### src/rtl/typing_pkg.sv
// Shared constants and FSM encoding for the typing session controller and its ROM port arbiter.
package typing_pkg;

  localparam logic [1:0] SEL_TITLE = 2'd0;
  localparam logic [1:0] SEL_MAIN  = 2'd1;
  localparam logic [1:0] SEL_INIT  = 2'd2;
  localparam logic [1:0] SEL_FINAL = 2'd3;

  localparam logic [1:0] PHASE_TITLE    = 2'd0;
  localparam logic [1:0] PHASE_TYPING   = 2'd1;
  localparam logic [1:0] PHASE_FINISHED = 2'd3;

  localparam logic [6:0] ASCII_BS = 7'h08;

  typedef enum logic [1:0] {
    ST_IDLE = 2'd0,
    ST_WAIT = 2'd1,
    ST_CMP  = 2'd2,
    ST_DONE = 2'd3
  } state_t;

endpackage

### src/rtl/rom_port_arb.sv
// Shares the single prompt ROM read port between the VGA renderer and the keystroke compare engine.
// VGA wins by default; a pending compare is forced through after STARVE_MAX lost cycles.
module rom_port_arb
  import typing_pkg::*;
#(
  parameter int IDX_W      = 12,
  parameter int STARVE_MAX = 8
) (
  input  logic             clk,
  input  logic             rst_n,
  input  logic             cmp_req,
  input  logic [IDX_W-1:0] cmp_idx,
  output logic             cmp_grant,
  input  logic             vga_req,
  input  logic [1:0]       vga_sel,
  input  logic [IDX_W-1:0] vga_idx,
  output logic             vga_ack,
  output logic [6:0]       vga_char,
  output logic [1:0]       rom_sel,
  output logic [IDX_W-1:0] rom_idx,
  input  logic [6:0]       rom_char
);

  localparam int STARVE_W = (STARVE_MAX < 1) ? 1 : $clog2(STARVE_MAX + 1);
  localparam logic [STARVE_W-1:0] STARVE_LIM = STARVE_W'(STARVE_MAX);

  logic [STARVE_W-1:0] starve_cnt;
  logic                vga_grant;

  always_comb begin
    cmp_grant = cmp_req && (!vga_req || (starve_cnt == STARVE_LIM));
    vga_grant = vga_req && !cmp_grant;
  end

  // The ROM address is combinational so the ROM answers within the granted cycle.
  always_comb begin
    rom_sel = vga_sel;
    rom_idx = vga_idx;
    if (!rst_n) begin
      rom_sel = '0;
      rom_idx = '0;
    end else if (cmp_grant) begin
      rom_sel = SEL_MAIN;
      rom_idx = cmp_idx;
    end
  end

  always_ff @(posedge clk or negedge rst_n) begin
    if (!rst_n) begin
      starve_cnt <= '0;
      vga_ack    <= 1'b0;
      vga_char   <= '0;
    end else begin
      vga_ack <= vga_grant;
      if (vga_grant) begin
        vga_char <= rom_char;
      end
      if (!cmp_req || cmp_grant) begin
        starve_cnt <= '0;
      end else begin
        starve_cnt <= starve_cnt + STARVE_W'(1);
      end
    end
  end

endmodule

### src/rtl/typing_session_ctrl.sv
// Typing session sequencer: title -> typing -> finished, keystroke compare and error count.
// Optional build macro TYPING_BACKSPACE_EN makes 0x08 in WAIT step the cursor back instead of comparing.
module typing_session_ctrl
  import typing_pkg::*;
#(
  parameter int MAIN_LEN   = 192,
  parameter int IDX_W      = 12,
  parameter int ERR_W      = 8,
  parameter int STARVE_MAX = 8
) (
  input  logic             clk,
  input  logic             rst_n,
  input  logic             key_valid,
  input  logic [6:0]       key_code,
  output logic             key_ready,
  input  logic             vga_req,
  input  logic [1:0]       vga_sel,
  input  logic [IDX_W-1:0] vga_idx,
  output logic             vga_ack,
  output logic [6:0]       vga_char,
  output logic [1:0]       rom_sel,
  output logic [IDX_W-1:0] rom_idx,
  input  logic [6:0]       rom_char,
  output logic [1:0]       phase,
  output logic [IDX_W-1:0] cursor,
  output logic [ERR_W-1:0] err_cnt,
  output logic             done
);

  // state   | meaning
  // ST_IDLE | title screen, any key starts a session
  // ST_WAIT | typing, waiting for the next keystroke
  // ST_CMP  | comparing key_q with the main prompt at cursor
  // ST_DONE | prompt completed, any key returns to title

  localparam logic [IDX_W-1:0] LAST_IDX = IDX_W'(MAIN_LEN - 1);
  localparam logic [IDX_W-1:0] END_IDX  = IDX_W'(MAIN_LEN);
  localparam logic [ERR_W-1:0] ERR_MAX  = '1;

  state_t     state;
  logic [6:0] key_q;
  logic       key_acc;
  logic       cmp_grant;
  logic       is_bs;

  assign key_ready = (state != ST_CMP);
  assign key_acc   = key_valid && key_ready;

`ifdef TYPING_BACKSPACE_EN
  assign is_bs = (key_code == ASCII_BS);
`else
  assign is_bs = 1'b0;
`endif

  rom_port_arb #(
    .IDX_W      (IDX_W),
    .STARVE_MAX (STARVE_MAX)
  ) u_arb (
    .clk       (clk),
    .rst_n     (rst_n),
    .cmp_req   (state == ST_CMP),
    .cmp_idx   (cursor),
    .cmp_grant (cmp_grant),
    .vga_req   (vga_req),
    .vga_sel   (vga_sel),
    .vga_idx   (vga_idx),
    .vga_ack   (vga_ack),
    .vga_char  (vga_char),
    .rom_sel   (rom_sel),
    .rom_idx   (rom_idx),
    .rom_char  (rom_char)
  );

  always_ff @(posedge clk or negedge rst_n) begin
    if (!rst_n) begin
      state   <= ST_IDLE;
      cursor  <= '0;
      err_cnt <= '0;
      key_q   <= '0;
      phase   <= PHASE_TITLE;
      done    <= 1'b0;
    end else begin
      case (state)
        ST_IDLE: begin
          if (key_acc) begin
            state   <= ST_WAIT;
            cursor  <= '0;
            err_cnt <= '0;
            phase   <= PHASE_TYPING;
          end
        end
        ST_WAIT: begin
          if (key_acc) begin
            if (is_bs) begin
              if (cursor != '0) begin
                cursor <= cursor - IDX_W'(1);
              end
            end else begin
              key_q <= key_code;
              state <= ST_CMP;
            end
          end
        end
        ST_CMP: begin
          if (cmp_grant) begin
            if (rom_char == key_q) begin
              if (cursor == LAST_IDX) begin
                cursor <= END_IDX;
                state  <= ST_DONE;
                phase  <= PHASE_FINISHED;
                done   <= 1'b1;
              end else begin
                cursor <= cursor + IDX_W'(1);
                state  <= ST_WAIT;
              end
            end else begin
              if (err_cnt != ERR_MAX) begin
                err_cnt <= err_cnt + ERR_W'(1);
              end
              state <= ST_WAIT;
            end
          end
        end
        ST_DONE: begin
          if (key_acc) begin
            state <= ST_IDLE;
            phase <= PHASE_TITLE;
            done  <= 1'b0;
          end
        end
        default: begin
          state <= ST_IDLE;
          phase <= PHASE_TITLE;
          done  <= 1'b0;
        end
      endcase
    end
  end

endmodule

### config.mk
export PLATFORM = sky130hd
export DESIGN_NAME = typing_session_ctrl
export DESIGN_NICKNAME = d
export VERILOG_FILES = /design/src/rtl/typing_pkg.sv /design/src/rtl/rom_port_arb.sv /design/src/rtl/typing_session_ctrl.sv
export SDC_FILE = /design/constraint.sdc
export NUM_CORES = 1
export LEC_CHECK = 0
export ABC_CLOCK_PERIOD_IN_PS = 6550
export CAP_MARGIN = 5
export CORE_ASPECT_RATIO = 0.6
export CORE_UTILIZATION = 45
export CTS_CLUSTER_DIAMETER = 60
export CTS_CLUSTER_SIZE = 12
export DETAILED_ROUTE_END_ITERATION = 12
export PLACE_DENSITY_LB_ADDON = 0.15
export SKIP_LAST_GASP = 1
export SYNTH_ARGS = -nofsm -noshare
export SYNTH_HDL_FRONTEND = slang
export SYNTH_SLANG_ARGS = --single-unit
### constraint.sdc
create_clock -name clk -period 6.55 [get_ports clk]
set_input_delay 0.655 -clock clk [delete_from_list [all_inputs] [get_ports clk]]
set_output_delay 0.655 -clock clk [all_outputs]
set_load 0.01 [all_outputs]
==> reports/results.tsv <==
metric	value	unit
cts_setup_buffers	0	
clock-skew-final	0.00729	ns
ir_drop	0.184	mV
finalNonFillerCells	449	
cts_resized	0	
placed_cells	441	
synthCells	297	
path_class	flip-flop to output port	
numCtsBuffers	5	
cts_root_buf	clkbuf_8	
endpoint_kind	output port	
drt-wirelength-per-cell	16.4	um
rsz0062_at_grt	no	
hold_violations	0	
status	finished, final reports clean	
start_util	0.478	
relSlewSlack	0.341	
cp_data_required_time	5.89	ns
clock_path_buffers	2	
cts_sinks	44	
tns	0	ns
wl	7360	um
power.density	346	mW/mm^2
pin_count	78	
hpwl	5220	um
hold_path_class	input port to async pin	
ys_types	51	
first_iter_violations	127	
fin_crit	3.66	ns
setup_violations	0	
arrival	3.00	ns
synth-main-ff-cell	dfrtp_1	
ant_nets	0	
synthesis.area	0.00273	sq mm
synthToLayoutAreaGrowth	33.0	%
grt_pass1_wl	12600	um
syn_nets	338	
chipHeight	62.3	um
place.gp.congestion	0.904	
cap_violations	0	
worst_pin_slew	0.988	ns
drt-pass1-iter-count	5	
rows	21	
synth-async-reset-ratio	1.00	
htreeDepth	2	
clock_latency	0.31	ns
grt_pass1_vias	2573	
synth_edf_count	0	
core_area	0.00570	sq mm
hold_buffers	0	
max_freq	273	MHz
grt_max_degree	39	
drc	0	
yosysWarnings	0	
p_leak	1.48	nW
die_w	102	um
dieArea	0.00638	sq mm
vias	2573	
fin_hold_ws	0.266	ns
cts.clk_slew.worst_paths	0.09	ns
crit_fanout	14	
antenna_cells	0	
nets	409	
min_period_over_period	0.559	
fin_area	0.00363	sq mm
ys_seq_elements	44	
via_per_inst	5.73	
drv_slew	0	
seq_area_frac_synth	0.404	
port_buffers	77	
overflow	0	
layout-drive-gt1-share	0.0759	
cts_tree	yes	
placed_area	0.00353	sq mm
startpoint_type	flip-flop	
antenna_found_initial	0	
syn_avg_cell_area	9.18	sq um
track_usage	0.250	
## routing by layer
metal	track usage	vias to the layer above	wire [um]
met5	0	-	0
met3	0.0800	14	593
met4	0.0554	0	80
met1	0.369	1203	3630
met2	0.353	125	3060
li1	-	1231	-
## metrics by stage
stage          setup WS (ns)   util  power, mW
3_5_place_dp            3.01  0.620       1.06
5_1_grt                 2.61  0.636       1.34
3_3_place_gp            3.13  0.620       1.05
6_report                2.89  0.636       1.25
4_1_cts                 2.89  0.636       1.25
2_1_floorplan           4.16      -      0.808
## cell usage in the layout (no fill, tap or decap), drive strengths merged, types with 2 or more instances in the layout
cell,n
o21ai,5
clkbuf,7
o41ai,2
nor2,10
nand2b,3
and3,4
a21o,4
nand2,58
o221ai,2
nand4b,2
ha,9
dfrtp,44
or4,7
a31oi,3
nor4b,2
mux2,14
and4,4
nand4,7
and2,3
a2bb2oi,2
o21a,2
xor2,8
o31ai,3
inv,8
or3,3
nand3,21
o211ai,8
clkdlybuf4s50,76
buf,3
a211o,2
nor3,4
a21oi,11
nand3b,2
a21boi,12
o311ai,4
## synth_stat cells, types with 2 or more instances
library cell  number  area share
o31ai_1            2      0.0055
a21o_1             4       0.011
nand4b_1           2      0.0064
and2_1             2      0.0046
o221ai_1           2      0.0064
dfrtp_1           44        0.40
nand2b_1           3      0.0069
nand4_1            7       0.016
a2bb2oi_1          2      0.0064
clkbuf_1          10       0.014
nor4b_1            2      0.0064
o21ai_1            2      0.0037
or4_1              7       0.019
nand3_1           21       0.039
inv_1              8       0.011
nand3b_1           2      0.0055
o211ai_1           8       0.022
and4_1             4       0.013
o21ai_0            3      0.0055
a21boi_0          12       0.033
o21a_1             2      0.0055
o311ai_1           4       0.013
and3_1             4      0.0092
a211o_1            2      0.0064
xor2_1             8       0.026
nor2_1            10       0.014
or3_1              3      0.0069
ha_1               9       0.041
a31oi_1            3      0.0069
nor3_1             3      0.0055
a21oi_1           11       0.020
mux2_2            14       0.058
buf_2              2      0.0037
nand2_1           58       0.080
## worst paths after layout
path                                          start                   to  slack [ns]  depth (start not counted)
max in group asynchronous                     rst_n    u_arb.vga_char[6]        5.49                          2
worst min-delay path                          rst_n            cursor[7]        0.27                          1
min in group clk                u_arb.starve_cnt[0]  u_arb.starve_cnt[0]        0.50                          1
worst min register to register  u_arb.starve_cnt[0]  u_arb.starve_cnt[0]        0.50                          1
worst max register to register             state[0]           err_cnt[7]        3.67                          8
worst max-delay path                       state[0]           rom_idx[7]        2.89                          7
## flip-flops by register name, summed over array words and instances, names as in the netlist
signal,cells
cursor,12
err_cnt,8
key_q,7
u_arb.vga_char,7
u_arb.starve_cnt,4
phase,2
state,2
done,1
u_arb.vga_ack,1
## worst max-delay path, stage by stage, from the launching register on
cell and delay (ns):
dfrtp_1 0.42, inv_1 0.13, ha_1 0.18, inv_1 0.23, a21oi_1 0.85, nand2_1 0.10, a21boi_0 0.20, clkdlybuf4s50_1 0.58
## kinds of logic (layout without fill, tap and decap cells)
family	count (synthesis)	count (layout)	share of synthesized area
simple gates	134	134	0.254
fa+ha+maj	9	9	0.0413
xor+xnor	9	9	0.0289
compound gates	63	63	0.172
flops	44	44	0.404
mux	15	15	0.0615
buf+inv	23	95	0.0381
## final cells by class
cell class,instances,area [sq um]
flip-flops and latches,44,1100
clock inverters,1,7.51
well taps,80,100
inverters,8,30.0
clock buffers,7,86.3
fillers,502,2070
repair buffers,79,781
multi-input cells,230,1520
## power breakdown
group / internal [mW] / leakage (nW) / switching [mW]
Sequential: 0.354 / 0.561 / 0.107
Combinational: 0.283 / 0.878 / 0.325
Clock: 0.0859 / 0.0445 / 0.101
Total: 0.722 / 1.48 / 0.533
(Power assumes the default switching activity.)
